--- src/rtl/clkdiv_seq_pkg.sv ---
// rtl/clkdiv_seq_pkg.sv - shared states, widths and output decode for the clock-divider sequencer
package clkdiv_seq_pkg;

  localparam int RELOCK_W = 8;

  typedef enum logic [2:0] {
    S_WAIT_LOCK   = 3'd0,
    S_DIV_RELEASE = 3'd1,
    S_CLK_START   = 3'd2,
    S_READY       = 3'd3,
    S_CALIB       = 3'd4,
    S_CAL_GAP     = 3'd5
  } state_t;

  typedef struct packed {
    logic clk_stop;
    logic div_resetn;
    logic io_reset;
    logic calib;
    logic ready;
    logic cal_busy;
  } seq_out_t;

  function automatic int max3(input int a, input int b, input int c);
    int m;
    m = (a > b) ? a : b;
    return (m > c) ? m : c;
  endfunction

  // Output levels are a pure function of the state being entered.
  function automatic seq_out_t outputs_for(input state_t s);
    seq_out_t o;
    o.clk_stop   = (s == S_WAIT_LOCK) || (s == S_DIV_RELEASE);
    o.div_resetn = (s != S_WAIT_LOCK);
    o.io_reset   = (s == S_WAIT_LOCK) || (s == S_DIV_RELEASE) || (s == S_CLK_START);
    o.calib      = (s == S_CALIB);
    o.ready      = (s == S_READY);
    o.cal_busy   = (s == S_CALIB) || (s == S_CAL_GAP);
    return o;
  endfunction

endpackage

--- src/rtl/clkdiv_sequencer_if.sv ---
// rtl/clkdiv_sequencer_if.sv - lock/calibration request and divider control bundle
interface clkdiv_sequencer_if;
  import clkdiv_seq_pkg::*;

  logic                pll_lock;
  logic                calib_req;
  logic                clk_stop;
  logic                div_resetn;
  logic                io_reset;
  logic                calib;
  logic                ready;
  logic                cal_busy;
  logic [RELOCK_W-1:0] relock_cnt;

  modport master (
    output pll_lock, calib_req,
    input  clk_stop, div_resetn, io_reset, calib, ready, cal_busy, relock_cnt
  );

  modport slave (
    input  pll_lock, calib_req,
    output clk_stop, div_resetn, io_reset, calib, ready, cal_busy, relock_cnt
  );
endinterface

--- src/rtl/clkdiv_sequencer_core.sv ---
// rtl/clkdiv_sequencer_core.sv - lock-qualified bring-up and calibration FSM for the clock divider
module clkdiv_sequencer_core
  import clkdiv_seq_pkg::*;
#(
  parameter int LOCK_CYCLES = 256,
  parameter int STEP_CYCLES = 8,
  parameter int CALIB_GAP   = 16
) (
  input  logic             clock,
  input  logic             resetn,
  clkdiv_sequencer_if.slave bus
);

  localparam int CNT_MAX = max3(LOCK_CYCLES, STEP_CYCLES, CALIB_GAP);
  localparam int CNT_W   = $clog2(CNT_MAX + 1);

  localparam logic [CNT_W-1:0] LOCK_LAST = CNT_W'(LOCK_CYCLES - 1);
  localparam logic [CNT_W-1:0] STEP_LAST = CNT_W'(STEP_CYCLES - 1);
  localparam logic [CNT_W-1:0] GAP_LAST  = CNT_W'(CALIB_GAP - 1);

  logic                lock_s;
  state_t              state_q, state_d;
  logic [CNT_W-1:0]    cnt_q, cnt_d;
  logic [RELOCK_W-1:0] relock_q, relock_d;
  seq_out_t            out_q, out_d;

  sync_ff #(.STAGES(2)) u_lock_sync (
    .clk_i  (clock),
    .rst_ni (resetn),
    .d_i    (bus.pll_lock),
    .q_o    (lock_s)
  );

  // Next state, shared step counter and relock count; lock loss overrides everything.
  always_comb begin
    state_d  = state_q;
    cnt_d    = cnt_q;
    relock_d = relock_q;
    if (state_q != S_WAIT_LOCK && !lock_s) begin
      state_d = S_WAIT_LOCK;
      cnt_d   = '0;
      if ((state_q == S_READY || state_q == S_CALIB || state_q == S_CAL_GAP) &&
          relock_q != {RELOCK_W{1'b1}}) begin
        relock_d = relock_q + RELOCK_W'(1);
      end
    end else begin
      case (state_q)
        S_WAIT_LOCK: begin
          if (!lock_s) begin
            cnt_d = '0;
          end else if (cnt_q == LOCK_LAST) begin
            state_d = S_DIV_RELEASE;
            cnt_d   = '0;
          end else begin
            cnt_d = cnt_q + CNT_W'(1);
          end
        end
        S_DIV_RELEASE: begin
          if (cnt_q == STEP_LAST) begin
            state_d = S_CLK_START;
            cnt_d   = '0;
          end else begin
            cnt_d = cnt_q + CNT_W'(1);
          end
        end
        S_CLK_START: begin
          if (cnt_q == STEP_LAST) begin
            state_d = S_READY;
            cnt_d   = '0;
          end else begin
            cnt_d = cnt_q + CNT_W'(1);
          end
        end
        S_READY: begin
          cnt_d = '0;
          if (bus.calib_req) state_d = S_CALIB;
        end
        S_CALIB: begin
          state_d = S_CAL_GAP;
          cnt_d   = '0;
        end
        S_CAL_GAP: begin
          // Requests arriving here are intentionally dropped.
          if (cnt_q == GAP_LAST) begin
            state_d = S_READY;
            cnt_d   = '0;
          end else begin
            cnt_d = cnt_q + CNT_W'(1);
          end
        end
        default: begin
          state_d = S_WAIT_LOCK;
          cnt_d   = '0;
        end
      endcase
    end
    out_d = outputs_for(state_d);
  end

  // State, counter, relock count and registered outputs all move on the same edge.
  always_ff @(posedge clock or negedge resetn) begin
    if (!resetn) begin
      state_q  <= S_WAIT_LOCK;
      cnt_q    <= '0;
      relock_q <= '0;
      out_q    <= outputs_for(S_WAIT_LOCK);
    end else begin
      state_q  <= state_d;
      cnt_q    <= cnt_d;
      relock_q <= relock_d;
      out_q    <= out_d;
    end
  end

  assign bus.clk_stop   = out_q.clk_stop;
  assign bus.div_resetn = out_q.div_resetn;
  assign bus.io_reset   = out_q.io_reset;
  assign bus.calib      = out_q.calib;
  assign bus.ready      = out_q.ready;
  assign bus.cal_busy   = out_q.cal_busy;
  assign bus.relock_cnt = relock_q;

endmodule

--- src/rtl/sync_ff.sv ---
// rtl/sync_ff.sv - multi-stage flop synchronizer, resets to 0
module sync_ff #(
  parameter int STAGES = 2
) (
  input  logic clk_i,
  input  logic rst_ni,
  input  logic d_i,
  output logic q_o
);

  logic [STAGES-1:0] sync_q;

  // Shift the asynchronous input through the flop chain.
  always_ff @(posedge clk_i or negedge rst_ni) begin
    if (!rst_ni) sync_q <= '0;
    else         sync_q <= (sync_q << 1) | STAGES'(d_i);
  end

  assign q_o = sync_q[STAGES-1];

endmodule

--- src/rtl/clkdiv_sequencer.sv ---
// rtl/clkdiv_sequencer.sv - clock-divider bring-up and bitslip calibration sequencer top
module clkdiv_sequencer
  import clkdiv_seq_pkg::*;
#(
  parameter int LOCK_CYCLES = 256,
  parameter int STEP_CYCLES = 8,
  parameter int CALIB_GAP   = 16
) (
  input  logic                clock,
  input  logic                resetn,
  input  logic                pll_lock,
  input  logic                calib_req,
  output logic                clk_stop,
  output logic                div_resetn,
  output logic                io_reset,
  output logic                calib,
  output logic                ready,
  output logic                cal_busy,
  output logic [RELOCK_W-1:0] relock_cnt
);

  clkdiv_sequencer_if u_bus ();

  assign u_bus.pll_lock  = pll_lock;
  assign u_bus.calib_req = calib_req;

  clkdiv_sequencer_core #(
    .LOCK_CYCLES (LOCK_CYCLES),
    .STEP_CYCLES (STEP_CYCLES),
    .CALIB_GAP   (CALIB_GAP)
  ) u_core (
    .clock  (clock),
    .resetn (resetn),
    .bus    (u_bus.slave)
  );

  assign clk_stop   = u_bus.clk_stop;
  assign div_resetn = u_bus.div_resetn;
  assign io_reset   = u_bus.io_reset;
  assign calib      = u_bus.calib;
  assign ready      = u_bus.ready;
  assign cal_busy   = u_bus.cal_busy;
  assign relock_cnt = u_bus.relock_cnt;

endmodule

--- config.mk ---
export PLATFORM = sky130hd
export DESIGN_NAME = clkdiv_sequencer
export DESIGN_NICKNAME = d
export VERILOG_FILES = /design/src/rtl/clkdiv_seq_pkg.sv /design/src/rtl/clkdiv_sequencer_if.sv /design/src/rtl/clkdiv_sequencer_core.sv /design/src/rtl/sync_ff.sv /design/src/rtl/clkdiv_sequencer.sv
export SDC_FILE = /design/constraint.sdc
export NUM_CORES = 1
export LEC_CHECK = 0
export CORE_ASPECT_RATIO = 1.5
export CORE_MARGIN = 2
export CORE_UTILIZATION = 57
export DETAILED_ROUTE_END_ITERATION = 6
export GPL_ROUTABILITY_DRIVEN = 0
export PLACE_DENSITY_LB_ADDON = 0.25
export SLEW_MARGIN = 10
export SYNTH_ARGS = -nofsm -noshare
export SYNTH_HDL_FRONTEND = slang
export SYNTH_SLANG_ARGS = --single-unit
--- constraint.sdc ---
create_clock -name clock -period 4.1 [get_ports clock]
set_clock_uncertainty 0.2 [all_clocks]
set_input_delay 0.82 -clock clock [delete_from_list [all_inputs] [get_ports clock]]
set_output_delay 0.82 -clock clock [all_outputs]
set_load 0.1 [all_outputs]
Word level (Yosys, flattened, before mapping) --
Index checks and enable logic that the tools add are counted.
Storage, ports and cells: input bits 4, word-level logic and storage cells 55, bits in registers 28
Cells by class: multiplexer cells 14, reduce and logical (&&, ||, !) cells 14, bitwise operators 1, equal/unequal tests 14, $add $sub $neg 2
Operator list (number):
- 2-to-1 mux 9 bit | 5
- case mux 9 bit (3 select lines) | 1
- 2-to-1 mux 3 bit | 7
- case mux 3 bit (6 select lines) | 1
- == test 3 x 2 -> 1 bit (second input constant) | 4
- == test 3 bit (second input constant) | 4
- adder 9 x 1 -> 9 bit (second input constant) | 1
- == test 9 x 3 -> 1 bit (second input constant) | 1
- == test 9 x 4 -> 1 bit (second input constant) | 1
- == test 9 x 8 -> 1 bit (second input constant) | 1
- adder 8 x 1 -> 8 bit (second input constant) | 1
- inequality test 8 bit (second input constant) | 1
- == test 3 x 1 -> 1 bit (second input constant) | 2
- logical NOT 3 bit | 2
- nonzero test 3 bit | 2
- logical OR 1 bit | 5
- logical AND 1 bit | 2
- bitwise OR 2 x 1 -> 2 bit | 1
- AND reduction 2 bit | 1
- OR reduction 2 bit | 1
- logical NOT 1 bit | 1

Logic depth before layout (Yosys ltp) --
Gate-level depths: netlist of run 1.
word-level depth 8, depth in mapped cells 10, depth with buffers taken out 10

Modules after synthesis --
Synthesis of run 1 repeated with hierarchy kept, for this count alone.
Unflattened totals: cells, all modules 135, area total of the unflattened synthesis 1408.9 µm²
By module, submodules not included:
- clkdiv_sequencer_core | area each 1358.8 µm², seq. area each 653.1 µm², cells an instance 133, instances 1
- sync_ff | area each 50.0 µm², seq. area each 50.0 µm², cells an instance 2, instances 1

Worst setup path before layout of run 1 --
OpenSTA, ideal clock, no wires.
path kind flip-flop to flip-flop, from reg u_core.relock_q[0] (netlist: u_core.bus.relock_cnt[0]), to reg u_core.relock_q[1] (netlist: u_core.bus.relock_cnt[1]), stages on the path, launching flop included 5, data arrival time 2.113 ns, setup slack 1.661 ns, buffers on the path 0, clock period less this slack 2.439 ns, cell sequence dfrtp_1 -> ha_1 -> and3_1 -> a221oi_4 -> mux2_2
Between the ends: cells in the longest elaborated chain, start to end 3
Ends and longest elaborated chain:
- start: declaration | RTL line clkdiv_sequencer_core.sv:24 | logic [RELOCK_W-1:0] relock_q, relock_d;
- start signal: assignment | RTL line clkdiv_sequencer_core.sv:110 | relock_q <= relock_d;
- parallel branches: the longest is 3 deep, another holds adder 8 x 1 -> 8 bit
Parallel ways; which one is timed is not known. A chain may end at the register's enable or synchronous reset.

Worst setup path after layout of run 1 --
from reg u_core.out_q (netlist bit u_core.bus.io_reset), to out io_reset
RTL lines:
- start: declaration | RTL line clkdiv_sequencer_core.sv:25 | seq_out_t out_q, out_d;
- start signal: assignment | RTL line clkdiv_sequencer_core.sv:106 | out_q <= outputs_for(S_WAIT_LOCK);
- start signal: assignment | RTL line clkdiv_sequencer_core.sv:111 | out_q <= out_d;
- end: declaration | RTL line clkdiv_sequencer.sv:15 | output logic io_reset,
No word-level cell between the ends.

==> results of run 1 <==
## path summary, 6_finish.rpt
kind | start | end | slack (ps) | cells past startpoint
max | u_core.bus.io_reset | io_reset | 1110 | 1
min | u_core.u_lock_sync.sync_q[0] | u_core.u_lock_sync.sync_q[1] | 180 | 0
max reg2reg | u_core.cnt_q[0] | u_core.bus.div_resetn | 1540 | 10
min reg2reg | u_core.u_lock_sync.sync_q[0] | u_core.u_lock_sync.sync_q[1] | 180 | 0
max in group asynchronous | resetn | u_core.bus.io_reset | 2730 | 2
min in group asynchronous | resetn | u_core.cnt_q[3] | 660 | 2
## sequential cells by signal, indices dropped and copies added (netlist names)
name                       cells
u_core.bus.cal_busy            1
u_core.bus.calib               1
u_core.bus.clk_stop            1
u_core.bus.div_resetn          1
u_core.bus.io_reset            1
u_core.bus.ready               1
u_core.bus.relock_cnt          8
u_core.cnt_q                   9
u_core.state_q                 3
u_core.u_lock_sync.sync_q      2
## per-layer routing
layer  up-vias  wire, µm  track usage
met2        16      1270        0.358
met3         4        54       0.0201
met5         -         0            0
li1        464         -            -
met4         0        50        0.114
met1       469       970        0.227
## cell usage in the layout, fill, tap and decap left out, types with 2 or more instances in the layout
cell,n
o21ai_0,2
clkdlybuf4s50_1,17
dfrtp_1,26
nor2_1,20
and3_1,6
nor2b_1,2
or2_1,2
nand4_1,3
nand3_1,3
a31oi_1,4
xor2_1,3
ha_1,4
xnor2_1,11
nor3_1,3
inv_1,6
and2_1,2
dfstp_2,2
nand2_1,6
clkbuf_4,3
## cell type report
type                       instances  area, µm²
clock buffer                       4       36.3
multi-input combinational         89        617
fill                             167        648
sequential                        28        703
tap                               23       28.8
timing repair buffer              18        178
inverter                           6       22.5
## synth_stat cells (3+ instances only)
library cell	number	area share
nand4_1	3	0.014
nor2_1	20	0.056
nand3_1	3	0.011
dfrtp_1	26	0.48
xnor2_1	11	0.071
ha_1	4	0.037
inv_1	6	0.017
a31oi_1	4	0.018
and3_1	6	0.028
nand2_1	6	0.017
xor2_1	3	0.019
nor3_1	3	0.011
## power by group
| part | switching, mW | internal [mW] |
|---|---|---|
| clock network | 0.0741 | 0.0542 |
| logic | 0.0100 | 0.00634 |
| registers | 0.00336 | 0.280 |
| total | 0.0875 | 0.340 |
## cell families (layout without fill, tap and decap cells)
kind of cell / after synthesis / count (layout) / synth area share
simple gates: 55 / 55 / 0.231
flops: 28 / 28 / 0.520
compound gates: 15 / 15 / 0.0888
xor+xnor: 14 / 14 / 0.0907
buf+inv: 8 / 28 / 0.0241
fa+ha+maj: 4 / 4 / 0.0370
mux: 1 / 1 / 0.00833
==> flow_summary.yaml, run 1 <==
outcome:
  outcome: "complete, no violations"
setup_path:
  path_buf_inv: 1
  startpoint_type: "flop"
  cp_cell_sequence: "clkdlybuf4s50_1"
  critPathKind: "flop to output pin"
  critPathSlowestCell: "clkdlybuf4s50_1"
  path_delay_family: "buffers and inverters"
  arrival_ps: 1970
  critPathMaxStageDelay_ps: 1120
  crit_path_max_fanout: 1
  end_kind: "output pin"
  critPathRequiredTime_ps: 3080
clocking:
  cts_resized: 0
  insertion_delay_ps: 320
  hold_buffers: 0
  postCtsSetupBuffers: 0
  cts_buffers: 3
  cts_tree: "yes"
  cts_root_buffer: "clkbuf_4"
  cts.clk_slew.worst_paths_ps: 130
  cts_max_level: 1
  clockBufferDepth: 2
  cts.sinks: 28
floorplan:
  die_y_um: 63.7
  dieArea_um2: 2790
  placeableCoreArea_um2: 2230
  die-width_um: 43.8
  start_util: 0.606
  row_count: 21
  io-pin-count: 18
timing:
  relSlewSlack: 0.347
  tightestPinTransition_ps: 976
  hold_viol: 0
  fin_crit_sh: 0.729
  fmax_mhz: 335
  hold_ws_ps: 176
  fin_setup_tns_ps: 0
  setup_viol: 0
  rsz0062_at_grt: "no"
  fin_ws_ps: 1110
  period_minus_slack_ps: 2990
  slew_violations: 0
global_routing:
  first_global_vias: 982
  grt_pass1_wl_um: 4260
  grt_max_degree: 29
  antenna_found_initial: 0
  grt-ovfl-total: 0
  grtUsageTotal: 0.203
yosys:
  synth_async_sr_flop_share: 1.00
  synth_edf_count: 0
  synth_nets: 133
  synth_cell_types: 36
  synth_ff_type: "dfrtp_1"
  ys_seq_area_frac: 0.520
  ys_seq_elements: 28
  synth_area_um2: 1350
  syn_avg_cell_area_um2: 10.8
  yosys_warnings: 0
  synth_cells: 125
worst_hold_path:
  min_path_type: "flop to flop"
power:
  p_leak_nw: 0.714
  p_per_area_nw_per_um2: 270
  total_power_mw: 0.428
  peakVddDrop_mv: 0.243
placement:
  dp_slack_ps: 1460
  placed_area_um2: 1550
  dp_hpwl_um: 1770
  portBuffers: 17
  dp_cells: 164
layout:
  post-route-util: 0.710
  antenna_cells: 0
  fin_area_um2: 1590
  finalNetCount: 154
  fin_cells: 168
  area_growth_pct: 17.2
  drive_gt1_frac: 0.103
flow_run:
  drv_cap: 0
route:
  drc_errors: 0
  wl_per_cell_um: 14.0
  drtPass1Iterations: 4
  ant_nets: 0
  drtIter0Drc: 10
  vias: 953
  finalWirelength_um: 2350
  viasPerCell: 5.67
No activity file was read; power rests on OpenSTA's default activity.
==> inputs of run 2 (changes only) <==
- CORE_UTILIZATION: 57 -> 48
- clock period: 4.1 -> 2.65 ns (I/O delays scaled with it)
==> run 2 against run 1 <==
Compared with the run above:
- die area up 17%
- clock-buffer cell count unchanged
- via count up 1.6%
- worst hold slack worse by 13 ps
- sequential cell count unchanged
- global-route usage down 2.3 points
- utilization down 12 points
- critical path type is now flop to flop
- largest cell class unchanged
==> flow_summary.yaml, run 2 (same netlist as run 1, synthesis figures left out) <==
route:
  drtIter0Drc: 44
  vias: 968
  viasPerCell: 5.32
  drc_errors: 0
  drtPass1Iterations: 6
  ant_nets: 0
  wl_per_cell_um: 13.7
  finalWirelength_um: 2500
power:
  pwr-share-seq: 0.624
  p_sw_mw: 0.151
  p_leak_nw: 0.738
  intPower_mw: 0.550
  peakVddDrop_mv: 0.359
  swShare: 0.215
  p_per_area_nw_per_um2: 444
  clkPwrFrac: 0.339
  comb_power_share: 0.037
clocking:
  cts_max_level: 1
  cts.clk_slew.worst_paths_ps: 90
  cts_tree: "yes"
  cts_buffers: 3
  clockBufferDepth: 2
  cts.sinks: 28
  cts_root_buffer: "clkbuf_8"
  insertion_delay_ps: 270
timing:
  hold_viol: 0
  fin_crit_sh: 0.935
  fin_setup_tns_ps: 0
  slew_violations: 0
  setup_viol: 0
  tightestPinTransition_ps: 413
  period_minus_slack_ps: 2480
  rsz0062_at_grt: "no"
  fmax_mhz: 404
  hold_ws_ps: 162
  relSlewSlack: 0.725
placement:
  placed_area_um2: 1530
  dp_hpwl_um: 1850
  portBuffers: 17
setup_path:
  critPathKind: "flop to flop"
  cp_cell_sequence: "ha_2, and3_1, and3_1, nand3_1, inv_1, ha_1, a31oi_1, o22ai_1, nor3b_2, a31oi_1"
  r2r_cells: 10
  critPathSlowestCell: "dfrtp_1"
  startpoint_type: "flop"
  r2r-end: "u_core.bus.div_resetn"
  end_kind: "flop"
  timing.rr.start: "u_core.cnt_q[0]"
  critPathMaxStageDelay_ps: 400
  crit_path_max_fanout: 5
  critPathRequiredTime_ps: 2600
  arrival_ps: 2430
  r2r_slack_ps: 170
layout:
  largest-register: "u_core.cnt_q"
  antenna_cells: 0
  fill_cells: 248
  area_growth_pct: 16.7
  finalNetCount: 154
  mostFrequentLayoutCell: "dfrtp_1"
  final_cell_mix: "dfrtp_1, nor2_1, buf_4"
  multiInputGateArea_um2: 619
  drive_gt1_frac: 0.200
  fin_area_um2: 1580
  ff_latch_area_um2: 703
  largest_reg_flops: 9
global_routing:
  first_global_vias: 989
  antenna_found_initial: 0
  grt-ovfl-total: 0
  grtUsageTotal: 0.180
  grt_max_degree: 29
  grt_pass1_wl_um: 4290
flow_run:
  drv_cap: 0
worst_hold_path:
  hold_depth: 0
  min_path_type: "flop to flop"
  hp-start: "u_core.u_lock_sync.sync_q[0]"
  holdPathEnd: "u_core.u_lock_sync.sync_q[1]"
floorplan:
  start_util: 0.505
  die_y_um: 69.0
  placeableCoreArea_um2: 2680
  die-width_um: 47.3
  row_count: 23
  dieArea_um2: 3270
  io-pin-count: 18
outcome:
  outcome: "complete, no violations"
[run 2: worst max path at each step]
stage,startpoint,endpoint,cells past startpoint
final,u_core.cnt_q[0],u_core.bus.div_resetn,10
after global routing,u_core.cnt_q[0],u_core.bus.io_reset,10
after CTS,u_core.cnt_q[0],u_core.bus.div_resetn,10
after detailed placement,u_core.cnt_q[0],u_core.bus.div_resetn,10
after global placement,u_core.cnt_q[0],u_core.bus.div_resetn,10
after floorplan,u_core.bus.relock_cnt[0],u_core.bus.relock_cnt[1],4
[run 2: final cells by class]
type,count,share of cell area
flip-flops and latches,28,0.445
multi-input cells,89,0.392
repair buffers,18,0.0903
well taps,37,0.0293
clock buffers,4,0.0285
inverters,6,0.0143
[run 2: repair_timing]
| item | in CTS | in global routing |
|---|---|---|
| setup endpoints to repair | 0 | 4 |
| gates resized for setup | 0 | 1 |
| hold endpoints to repair | 0 | 0 |
| hold buffers | 0 | 0 |
| setup buffers | 0 | 0 |
[run 2: metal layers]
metal,up-vias,track usage,share of wire
met5,-,0,0
met4,0,0.0988,0.034
met3,7,0.0236,0.031
met2,23,0.303,0.55
met1,470,0.203,0.39
li1,468,-,-
[run 2: through the flow]
| stage | utilization | setup WS (ps) | instances | total power [mW] |
|---|---|---|---|---|
| final | 0.590 | 173 | 182 | 0.701 |
| after global routing | 0.590 | 9.34 | 182 | 0.726 |
| after CTS | 0.589 | 154 | 182 | 0.706 |
| after detailed placement | 0.572 | 177 | 178 | 0.472 |
| after global placement | 0.572 | 239 | 178 | 0.471 |
| after floorplan | - | 211 | 125 | 0.455 |
[run 2: worst max-delay path: cells and delay by family (launching register included)]
family          cells  cell delay, ps
compound gates      3             400
fa+ha+maj           2             410
buf+inv             1              50
flops               1             400
simple gates        4             870
[run 2: power groups by stage]
stage / combinational, mW / sequential (mW) / clock, mW
finish: 0.0256 / 0.437 / 0.238
CTS: 0.0263 / 0.437 / 0.242
floorplan: 0.00998 / 0.445 / 0
global route: 0.0288 / 0.439 / 0.259
global placement: 0.0257 / 0.445 / 0
detailed placement: 0.0263 / 0.446 / 0
==> inputs of run 3 (changes only) <==
- CTS_CLUSTER_SIZE: not set -> 40
- SYNTH_HIERARCHICAL: not set -> 1
==> run 3 against run 2 <==
Compared with the run above:
- synthesized cell count rose by 8.0%
- register-to-register slack got worse by 40 ps
- via count rose by 8.2%
- critical path type unchanged
- combinational power rose by 6%
- worst setup slack got worse by 37 ps
- worst hold slack improved by 3.3 ps
- clock power rose by 40%
- largest power group unchanged
==> flow_summary.yaml, run 3 <==
timing:
  setup_viol: 0
  fin_ws_ps: 136
  slew_violations: 0
  relSlewSlack: 0.538
  period_minus_slack_ps: 2510
  tightestPinTransition_ps: 693
  hold_viol: 0
  fmax_mhz: 398
  fin_setup_tns_ps: 0
  rsz0062_at_grt: "no"
  fin_crit_sh: 0.949
floorplan:
  row_count: 24
  io-pin-count: 18
  start_util: 0.494
  placeableCoreArea_um2: 2850
  die-width_um: 48.2
  dieArea_um2: 3390
  die_y_um: 70.4
clocking:
  cts.sinks: 28
  cts_root_buffer: "clkbuf_8"
  cts_resized: 0
  cts_tree: "yes"
  cts_max_level: 1
  hold_buffers: 0
  postCtsSetupBuffers: 0
  cts_buffers: 3
  insertion_delay_ps: 270
  cts.clk_slew.worst_paths_ps: 90
  clockBufferDepth: 2
global_routing:
  grt-ovfl-total: 0
  grt_max_degree: 29
  antenna_found_initial: 0
  grtUsageTotal: 0.184
  grt_pass1_wl_um: 4600
  first_global_vias: 1054
layout:
  fin_area_um2: 1670
  final_cell_mix: "dfrtp_1, buf_4, nand3_1, nor2_1, xnor2_1"
  largest_reg_flops: 9
  area_growth_pct: 18.6
  ff_latch_area_um2: 703
  finalNetCount: 164
  mostFrequentLayoutCell: "dfrtp_1"
  drive_gt1_frac: 0.200
  largest-register: "u_core/cnt_q"
  antenna_cells: 0
  multiInputGateArea_um2: 667
  fill_cells: 252
outcome:
  outcome: "complete, no violations"
yosys:
  synth_cells: 135
  synth_area_um2: 1410
  synth_ff_type: "dfrtp_1"
  synth_nets: 143
  synth_edf_count: 0
  yosysTopAreaCell: "dfrtp_1"
  ys_seq_elements: 28
  synth_async_sr_flop_share: 1.00
  synth_commonest_cells: "dfrtp_1, nand3_1, nor2_1, xnor2_1, a21oi_1"
  synth_top_area_frac: 0.462
  synth_cell_types: 41
  synthTopCellsByArea: "dfrtp_1, xnor2_1, nand3_1, dfstp_2, ha_1"
  syn_avg_cell_area_um2: 10.4
  ys_seq_area_frac: 0.499
  yosysMostFrequentCell: "dfrtp_1"
  yosys_warnings: 6
power:
  p_per_area_nw_per_um2: 478
  p_leak_nw: 0.760
  peakVddDrop_mv: 0.355
route:
  viasPerCell: 5.40
  wl_per_cell_um: 14.1
  drtPass1Iterations: 4
  ant_nets: 0
  vias: 1047
  finalWirelength_um: 2730
  drtIter0Drc: 7
  drc_errors: 0
setup_path:
  critPathSlowestCell: "or4_4"
  arrival_ps: 2480
  crit_path_max_fanout: 4
  critPathMaxStageDelay_ps: 510
  startpoint_type: "flop"
  r2r-end: "u_core/bus.div_resetn"
  r2r_cells: 9
  r2r_slack_ps: 140
  critPathKind: "flop to flop"
  end_kind: "flop"
  timing.rr.start: "u_core/cnt_q[4]"
  cp_cell_sequence: "and3_2, nand3_1, inv_1, and3_1, ha_1, nand3b_1, a21oi_1, or4_4, a211o_1"
  critPathRequiredTime_ps: 2620
worst_hold_path:
  hp-start: "u_core/u_lock_sync/sync_q[0]"
  hold_depth: 0
  min_path_type: "flop to flop"
  holdPathEnd: "u_core/u_lock_sync/sync_q[1]"
placement:
  dp_hpwl_um: 1990
  portBuffers: 17
  dp_slack_ps: 138
  placed_area_um2: 1600
flow_run:
  drv_cap: 0
==> run 3: changes by cell type in the layout (fill, tap and decap cells not counted), moves of 3 or more <==
cell      before  now
a21oi_1        1    8
and3_1         6    3
nand3_1        3   11
nand4b_1       0    3
nor2_1        20   11
==> run 3: cell families (layout without fill, tap and decap cells) <==
kind of cell             Yosys count  in the layout  synth area share
XOR/XNOR                          14             14            0.0870
flip-flops                        28             28             0.499
multiplexers                       1              1           0.00799
AO/OA/AOI/OAI                     19             19            0.0888
AND/OR/NAND/NOR                   59             59             0.252
adder cells (fa/ha/maj)            4              4            0.0355
buffers and inverters             10             30            0.0293
==> run 3: final cells by class <==
| type | count | share of cell area |
|---|---|---|
| Inverter | 6 | 0.0135 |
| Sequential cell | 28 | 0.421 |
| Clock inverter | 1 | 0.0180 |
| Tap cell | 39 | 0.0292 |
| Multi-Input combinational cell | 97 | 0.399 |
| Timing Repair Buffer | 20 | 0.0944 |
| Clock buffer | 3 | 0.0247 |
==> run 3: metal layers <==
layer | track usage | vias up | share of wire
met5 | 0 | - | 0
met4 | 0.0631 | 0 | 0.0051
met3 | 0.0233 | 2 | 0.021
met2 | 0.303 | 13 | 0.53
met1 | 0.238 | 512 | 0.44
li1 | - | 520 | -
==> run 3: worst max-delay path, delay by kind of cell, from the launching register on <==
family | cells | cell delay [ps]
adder cells (fa/ha/maj) | 1 | 190
buffers and inverters | 1 | 60
AO/OA/AOI/OAI | 2 | 400
flip-flops | 1 | 430
AND/OR/NAND/NOR | 5 | 1120
==> run 3: worst max-delay path by stage <==
stage / slack [ps] / from / endpoint / cells past startpoint
6_report: 140 / u_core/cnt_q[4] / u_core/bus.div_resetn / 9
5_1_grt: 20 / u_core/cnt_q[4] / u_core/bus.div_resetn / 9
3_5_place_dp: 140 / u_core/cnt_q[0] / u_core/bus.div_resetn / 9
3_3_place_gp: 190 / u_core/cnt_q[0] / u_core/bus.div_resetn / 9
4_1_cts: 120 / u_core/cnt_q[0] / u_core/bus.div_resetn / 9
2_1_floorplan: 250 / u_core/cnt_q[3] / u_core/bus.div_resetn / 9
==> run 3: power by group <==
part           total (mW)  internal [mW]  switching [mW]  leakage [nW]
Clock               0.334          0.202           0.131        0.0357
Sequential          0.438          0.432         0.00606         0.377
Combinational      0.0271         0.0111          0.0159         0.347
==> run 3: per-stage QoR <==
stage	instances	util	hold WS [ps]	total power, mW
6_report	194	0.586	166	0.799
5_1_grt	194	0.586	174	0.829
4_1_cts	194	0.585	173	0.810
3_5_place_dp	190	0.560	150	0.474
3_3_place_gp	190	0.560	135	0.472
2_1_floorplan	135	-	34.4	0.456
